`config.mk`:
```
export PLATFORM = sky130hd
export DESIGN_NAME = rr_issue_arbiter
export DESIGN_NICKNAME = d
export VERILOG_FILES = /design/src/rtl/arb_pkg.sv /design/src/rtl/dec4.sv /design/src/rtl/rr_issue_arbiter.sv
export SDC_FILE = /design/constraint.sdc
export NUM_CORES = 1
export LEC_CHECK = 0
export CORE_ASPECT_RATIO = 0.5
export CORE_MARGIN = 1
export CORE_UTILIZATION = 57
export CTS_BUF_LIST = sky130_fd_sc_hd__clkbuf_4 sky130_fd_sc_hd__clkbuf_8
export DETAILED_ROUTE_END_ITERATION = 10
export MAX_ROUTING_LAYER = met4
export PLACE_DENSITY = 0.95
export SKIP_LAST_GASP = 1
export SLEW_MARGIN = 5
export SYNTH_ARGS = -nofsm -noshare
export SYNTH_HDL_FRONTEND = slang
export SYNTH_SLANG_ARGS = --single-unit
```
`constraint.sdc`:
```
create_clock -name clk -period 4.7 [get_ports clk]
set_clock_uncertainty 0.1 [all_clocks]
set_input_delay 0.705 -clock clk [delete_from_list [all_inputs] [get_ports clk]]
set_output_delay 0.705 -clock clk [all_outputs]
set_load 0.01 [all_outputs]
```
`src/rtl/arb_pkg.sv`:
```
// Shared constants and state encoding for the round-robin issue arbiter.
package arb_pkg;
  localparam int ARB_NUM_REQ = 16;
  localparam int ARB_IDX_W   = 4;

  typedef enum logic {
    ARB_IDLE = 1'b0,
    ARB_HOLD = 1'b1
  } arb_state_t;
endpackage

```
`src/rtl/dec4.sv`:
```
// 4-to-16 one-hot decoder with enable; output is all zero when disabled.
module dec4 (
  input  logic        i_en,
  input  logic [3:0]  i_sel,
  output logic [15:0] o_dec
);
  always_comb begin
    o_dec = '0;
    if (i_en) o_dec[i_sel] = 1'b1;
  end
endmodule

```
`src/rtl/rr_issue_arbiter.sv`:
```
// 16-way round-robin arbiter with a held valid/ready grant onto one shared port.
// Optional ARB_LOCK_EN adds gnt_lock: re-grant the same requester on accept.
//
// state    | meaning
// ARB_IDLE | no grant presented; waiting for any request
// ARB_HOLD | grant presented in gnt_idx/gnt until gnt_ready
module rr_issue_arbiter
  import arb_pkg::*;
#(
  parameter int NUM_REQ = ARB_NUM_REQ,
  parameter int IDX_W   = ARB_IDX_W
) (
  input  logic               clk,
  input  logic               rst,
  input  logic [NUM_REQ-1:0] req,
  input  logic               gnt_ready,
`ifdef ARB_LOCK_EN
  input  logic               gnt_lock,
`endif
  output logic               gnt_valid,
  output logic [IDX_W-1:0]   gnt_idx,
  output logic [NUM_REQ-1:0] gnt
);

  arb_state_t       r_state;
  logic [IDX_W-1:0] r_ptr;
  logic [IDX_W-1:0] r_gnt_idx;
  logic             r_gnt_valid;

  logic             w_accept;
  logic             w_lock;
  logic [IDX_W-1:0] w_next_ptr;
  logic [IDX_W-1:0] w_base;
  logic             w_any;
  logic [IDX_W-1:0] w_sel;

  // Nearest set bit at or above start, wrapping; scanning downward lets the
  // closest candidate overwrite farther ones.
  function automatic logic [IDX_W:0] rr_pick(input logic [NUM_REQ-1:0] req_v,
                                             input logic [IDX_W-1:0]   start);
    logic [IDX_W-1:0] idx;
    rr_pick = '0;
    for (int i = NUM_REQ - 1; i >= 0; i--) begin
      idx = start + IDX_W'(i);
      if (req_v[idx]) rr_pick = {1'b1, idx};
    end
  endfunction

  assign w_accept   = (r_state == ARB_HOLD) && gnt_ready;
  assign w_next_ptr = r_gnt_idx + IDX_W'(1);

`ifdef ARB_LOCK_EN
  assign w_lock = w_accept && gnt_lock && req[r_gnt_idx];
`else
  assign w_lock = 1'b0;
`endif

  // On accept the search already uses the advanced pointer, so the next
  // winner lands without a bubble cycle.
  assign w_base         = (r_state == ARB_HOLD) ? w_next_ptr : r_ptr;
  assign {w_any, w_sel} = rr_pick(req, w_base);

  always_ff @(posedge clk or posedge rst) begin
    if (rst) begin
      r_state     <= ARB_IDLE;
      r_ptr       <= '0;
      r_gnt_idx   <= '0;
      r_gnt_valid <= 1'b0;
    end else begin
      case (r_state)
        ARB_IDLE: begin
          if (w_any) begin
            r_gnt_idx   <= w_sel;
            r_gnt_valid <= 1'b1;
            r_state     <= ARB_HOLD;
          end
        end
        ARB_HOLD: begin
          if (w_accept && !w_lock) begin
            r_ptr <= w_next_ptr;
            if (w_any) begin
              r_gnt_idx <= w_sel;
            end else begin
              r_gnt_valid <= 1'b0;
              r_state     <= ARB_IDLE;
            end
          end
        end
        default: begin
          r_state     <= ARB_IDLE;
          r_gnt_valid <= 1'b0;
        end
      endcase
    end
  end

  assign gnt_valid = r_gnt_valid;
  assign gnt_idx   = r_gnt_idx;

  dec4 u_dec4 (
    .i_en  (r_gnt_valid),
    .i_sel (r_gnt_idx),
    .o_dec (gnt)
  );

endmodule

```
Word-level counts from Yosys, hierarchy flattened. Index checks and enable logic that the tools add are counted.

Flip-flop bits (word level): 10. Bits of input ports: 19. Output and inout bits: 21. Logic and storage cells: 108.

Add/sub/neg operators: 16. $lt $le $gt $ge: 18. Equality and inequality tests: 3. Muxes and demuxes: 62. Bitwise logic cells: 1. Reduce and logical (&&, ||, !) cells: 4.

Operators with widths (number): $lt A4 B5 Y1 const B (17); $mux W5 (16); $bmux W1 S4 (16); $add A4 B4 Y4 const B (8); $mux W1 (22); $add A4 B3 Y4 const B (4); $mux W16 (1); $mux W4 (3); $add A4 B1 Y4 const B (2); $add A4 B2 Y4 const B (2); $pmux W4 S2 (1); $demux W1 S4 (1); $ge A4 B1 Y1 const B (1); $ne A2 B2 Y1 const B (2); $pmux W1 S2 (2); $reduce_and A3 Y1 (1); $logic_and A1 B1 Y1 (2); $ne A2 B1 Y1 const B (1); $reduce_and A2 Y1 (1); $not A1 Y1 (1).

Depth between registers and ports, before layout.
Depth after elaboration: 24. Mapped depth: 16. Gate-level depth less buffers: 14.

Modules after synthesis. Synthesis repeated with hierarchy kept, for this count alone.

Cells, all modules: 318. Area, all modules: 2732.6 um2.

By module, submodules not included: rr_issue_arbiter (times used 1, cells each 295, area an instance 2615.0 um2, sequential area each 250.2 um2); dec4 (times used 1, cells each 23, area an instance 117.6 um2, sequential area each 0.0 um2).

Least setup slack after synthesis. OpenSTA, ideal clock, no wires.

Path type: flip-flop to flip-flop. Start point: register r_gnt_idx[0], in the netlist gnt_idx[0]. End point: register r_gnt_idx[2], in the netlist gnt_idx[2]. Setup time: 133 ps. Data arrival time: 3881 ps. Data required time: 4467 ps. Setup slack: 586 ps. Stages on the path, launching flop included: 15. Buffers on the path: 1. Clock period less this slack: 4114 ps. Path through: dfrtp_1 inv_1 ha_1 mux2i_1 buf_2 ha_1 xnor2_2 mux4_2 mux2_2 mux2_1 o2111ai_1 a41o_1 a41oi_1 o41ai_1 a31oi_1.

Word-level cells in the longest chain between the ends: 24. Elaborated cells between the ends (all ways): 68. Classes of those cells: 16 x add/sub; 52 x mux.

RTL lines: from (decl) (line rr_issue_arbiter.sv:27) `logic [IDX_W-1:0] r_gnt_idx;`; from (signal assigned) (line rr_issue_arbiter.sv:73) `r_gnt_idx <= w_sel;`; from (signal assigned) (line rr_issue_arbiter.sv:82) `r_gnt_idx <= w_sel;`; $add A4 B1 Y4 (*) (line rr_issue_arbiter.sv:50) `assign w_next_ptr = r_gnt_idx + IDX_W'(1);`; net w_next_ptr[0] (line rr_issue_arbiter.sv:32) `logic [IDX_W-1:0] w_next_ptr;`; $mux W4 (*) (line rr_issue_arbiter.sv:60) `assign w_base = (r_state == ARB_HOLD) ? w_next_ptr : r_ptr;`; $add A4 B4 Y4 (line rr_issue_arbiter.sv:44) `idx = start + IDX_W'(i);`; $bmux W1 S4 (line rr_issue_arbiter.sv:45) `if (req_v[idx]) rr_pick = {1'b1, idx};`; $mux W1 (implied by the code) (line rr_issue_arbiter.sv:45); $mux W5 (15 in series) (line rr_issue_arbiter.sv:45); $mux W5 (*) (line rr_issue_arbiter.sv:45); $mux W4 (*) (line rr_issue_arbiter.sv:72, rr_issue_arbiter.sv:81); $mux W4 (line rr_issue_arbiter.sv:79) `if (w_accept && !w_lock) begin`; $pmux W4 S2 (*) (line rr_issue_arbiter.sv:70) `case (r_state)`.

The timed path passes the listed nets; every way through them passes the cells marked *. The select of a mux whose other input is x is not followed. A chain may end at the register's enable or synchronous reset.

Final worst setup path. Ends and elaborated chain as after synthesis.

==> reports/results.txt <==
RSZ-0062 raised after global routing = false
Fin. max-slew vios = 0
GRT Util Overall = 0.391
Final Net Count = 380
Rel. slew slack = 0.457
I/O pin cnt = 40
Main synth FF type = dfrtp_1
# rows = 16
Postcts setup bufs = 0
CTS tree = done
Post-DRT Antenna Nets = 0
WP data required = 4.70 ns
Detailed-route via count = 2874
DRC = 0
Chip Width = 95.5 um
Final WS setup = 0.220 ns
DRT iter0 DRCs = 292
Layout cells sized above 1 = 0.142
Crit end category = register
HPWL after DPL = 6580 um
Post-Syn Instances = 311
CP startpoint kind = register
Total global routing overflow = 0
Mapped Area = 2490 um2
CP max FO = 9
CP Class = reg -> reg
Clock latency on the worst-skew pair = 0.24 ns
Final setup fails = 0
DIE AREA = 4650 um2
CP Data Arrival Time = 4.48 ns
Place WS = 0.336 ns
Count of state elements after synthesis = 10
Post-Syn Nets = 336
Num Clock Sinks = 10
HP Class = reg -> reg
IO buf count = 39
Slowest-stage cell, CP = mux4_2
Max incr delay on CP = 0.63 ns
Synth cell types = 59
Worst slew pin tran = 0.815 ns
Fillers = 302
Status = completed
Average cell area after synthesis = 8.01 um2
Final hold vios = 0
Max Root-Sink Buffers = 2
Ys Warns = 0
Vias in the first global route = 2773
DRT Pass-1 Iters = 5
Diode count = 0
Setup TNS = 0 ns
Clk Tree Root Cell = clkbuf_8
Post-synth EDFFs = 0
Async SR Flop Fraction = 1.00
First-pass GRT wire length = 13600 um
Period utilization = 0.953
Final Critical Period = 4.48 ns
Cell Chain, Critical Path = inv_1 -> ha_1 -> mux2i_1 -> ha_1 -> xnor2_2 -> mux4_2 -> mux2_2 -> mux2_1 -> o2111ai_1 -> a41o_1 -> a41oi_1 -> o41ai_1 -> a31oi_1
Wirelength, routed = 8270 um
Max cap viols = 0
Cts bufs inserted = 3
Starting Density = 0.616
Die extent in y = 48.7 um
Core ar. = 4040 um2
Area growth, synth to finish = 21.9%
# H-tree levels = 1
F_max = 223 MHz
Initial antenna violation count = 0
Vias per cell = 7.06
Seq/Total Area, Yosys = 0.100
Clock-pin slew on the worst setup and hold paths = 0.05 ns
Average wire per standard cell = 20.3 um
CP dominant cell by count = ha_1
Pin count of the biggest net entering global routing = 19
GP Congestion = 1.12
timing repair:
action,CTS,global route
hold buffers,0,0
resized for setup,0,1
setup endpoints to repair,0,1
worst max-delay path: cells and delay by family, from the launching register on:
kind	cells	cell delay, ns
AOI/OAI and AO/OA	5	0.99
xor gates and xnor gates	1	0.24
adders and majority gates	2	0.74
buffers and inverters	1	0.11
DFF	1	0.49
muxes	4	1.68
through the flow:
stage | std cells | util | hold slack [ns] | area [um2]
after floorplan | 311 | - | 0.351 | 2490
after global placement | 404 | 0.739 | 0.371 | 2990
after detailed placement | 404 | 0.739 | 0.388 | 2990
after CTS | 407 | 0.749 | 0.398 | 3030
after global routing | 407 | 0.751 | 0.434 | 3040
final | 407 | 0.751 | 0.395 | 3040
worst paths after layout:
| kind | start | to | slack, ns | cells past startpoint |
|---|---|---|---|---|
| setup reg to reg | gnt_idx[0] | gnt_idx[2] | 0.22 | 13 |
| hold reg to reg | r_ptr[3] | r_ptr[3] | 0.40 | 2 |
| max in group asynchronous | rst | gnt_idx[1] | 3.58 | 2 |
| hold / removal | r_ptr[3] | r_ptr[3] | 0.40 | 2 |
| setup / recovery | gnt_idx[0] | gnt_idx[2] | 0.22 | 13 |
| min in group asynchronous | rst | r_state | 0.64 | 2 |
synthesized netlist by cell type (3+ instances only):
| library cell | number | area share |
|---|---|---|
| nor2_1 | 31 | 0.047 |
| mux2i_1 | 28 | 0.11 |
| nand2_1 | 22 | 0.033 |
| o21ai_0 | 19 | 0.038 |
| and2_1 | 17 | 0.043 |
| mux4_2 | 16 | 0.14 |
| nand3_1 | 14 | 0.028 |
| a21oi_1 | 11 | 0.022 |
| dfrtp_1 | 10 | 0.10 |
| nor2b_1 | 10 | 0.025 |
| a31oi_1 | 8 | 0.020 |
| inv_1 | 8 | 0.012 |
| mux2_2 | 8 | 0.036 |
| buf_2 | 7 | 0.014 |
| nand2b_1 | 7 | 0.018 |
| xnor2_1 | 7 | 0.025 |
| ha_1 | 6 | 0.030 |
| mux2_1 | 5 | 0.023 |
| nor3_1 | 5 | 0.010 |
| o21ai_1 | 5 | 0.010 |
| nand4_1 | 4 | 0.010 |
| o211ai_1 | 4 | 0.012 |
| o22ai_1 | 4 | 0.010 |
| xor2_1 | 4 | 0.014 |
| clkbuf_1 | 3 | 0.0045 |
| or2_2 | 3 | 0.0075 |
cell usage in the layout (no fill, tap or decap), drive strengths merged, types with 3 or more instances in the layout:
cell	n
nor2	31
clkdlybuf4s50	39
clkbuf	3
o22ai	4
or2	4
inv	10
a31oi	8
mux2i	29
xnor2	9
and2	17
nand2	22
mux4	16
nor3	5
o21ai	24
buf	13
nor2b	10
dfrtp	10
a21oi	12
o211ai	4
ha	6
nand2b	7
xor2	4
mux2	13
nand4	4
nand3	14
flip-flops by register name, indices dropped and copies added (netlist names):
name and count:
gnt_idx 4, gnt_valid 1, r_ptr 4, r_state 1
layout make-up:
class	instances	area (um2)	area share
repair buffers	52	488	0.161
inverters	10	37.5	0.0124
clock buffers	3	41.3	0.0136
flip-flops and latches	10	250	0.0824
well taps	54	67.6	0.0222
multi-input cells	278	2150	0.709
per-layer routing:
| metal | part of all wire | track usage | vias up |
|---|---|---|---|
| met5 | 0 | - | - |
| met4 | 0.027 | 0.117 | 0 |
| met3 | 0.14 | 0.129 | 44 |
| met2 | 0.43 | 0.600 | 234 |
| met1 | 0.39 | 0.490 | 1320 |
| li1 | - | - | 1276 |
cells by family after synthesis:
family | share of synthesized area
simple gates | 0.249
mux | 0.321
buf+inv | 0.0397
flops | 0.100
compound gates | 0.208
fa+ha+maj | 0.0301
xor+xnor | 0.0517
Power is not shown: default switching activity piles up to over one toggle a cycle in this logic, so the estimate is an artifact.
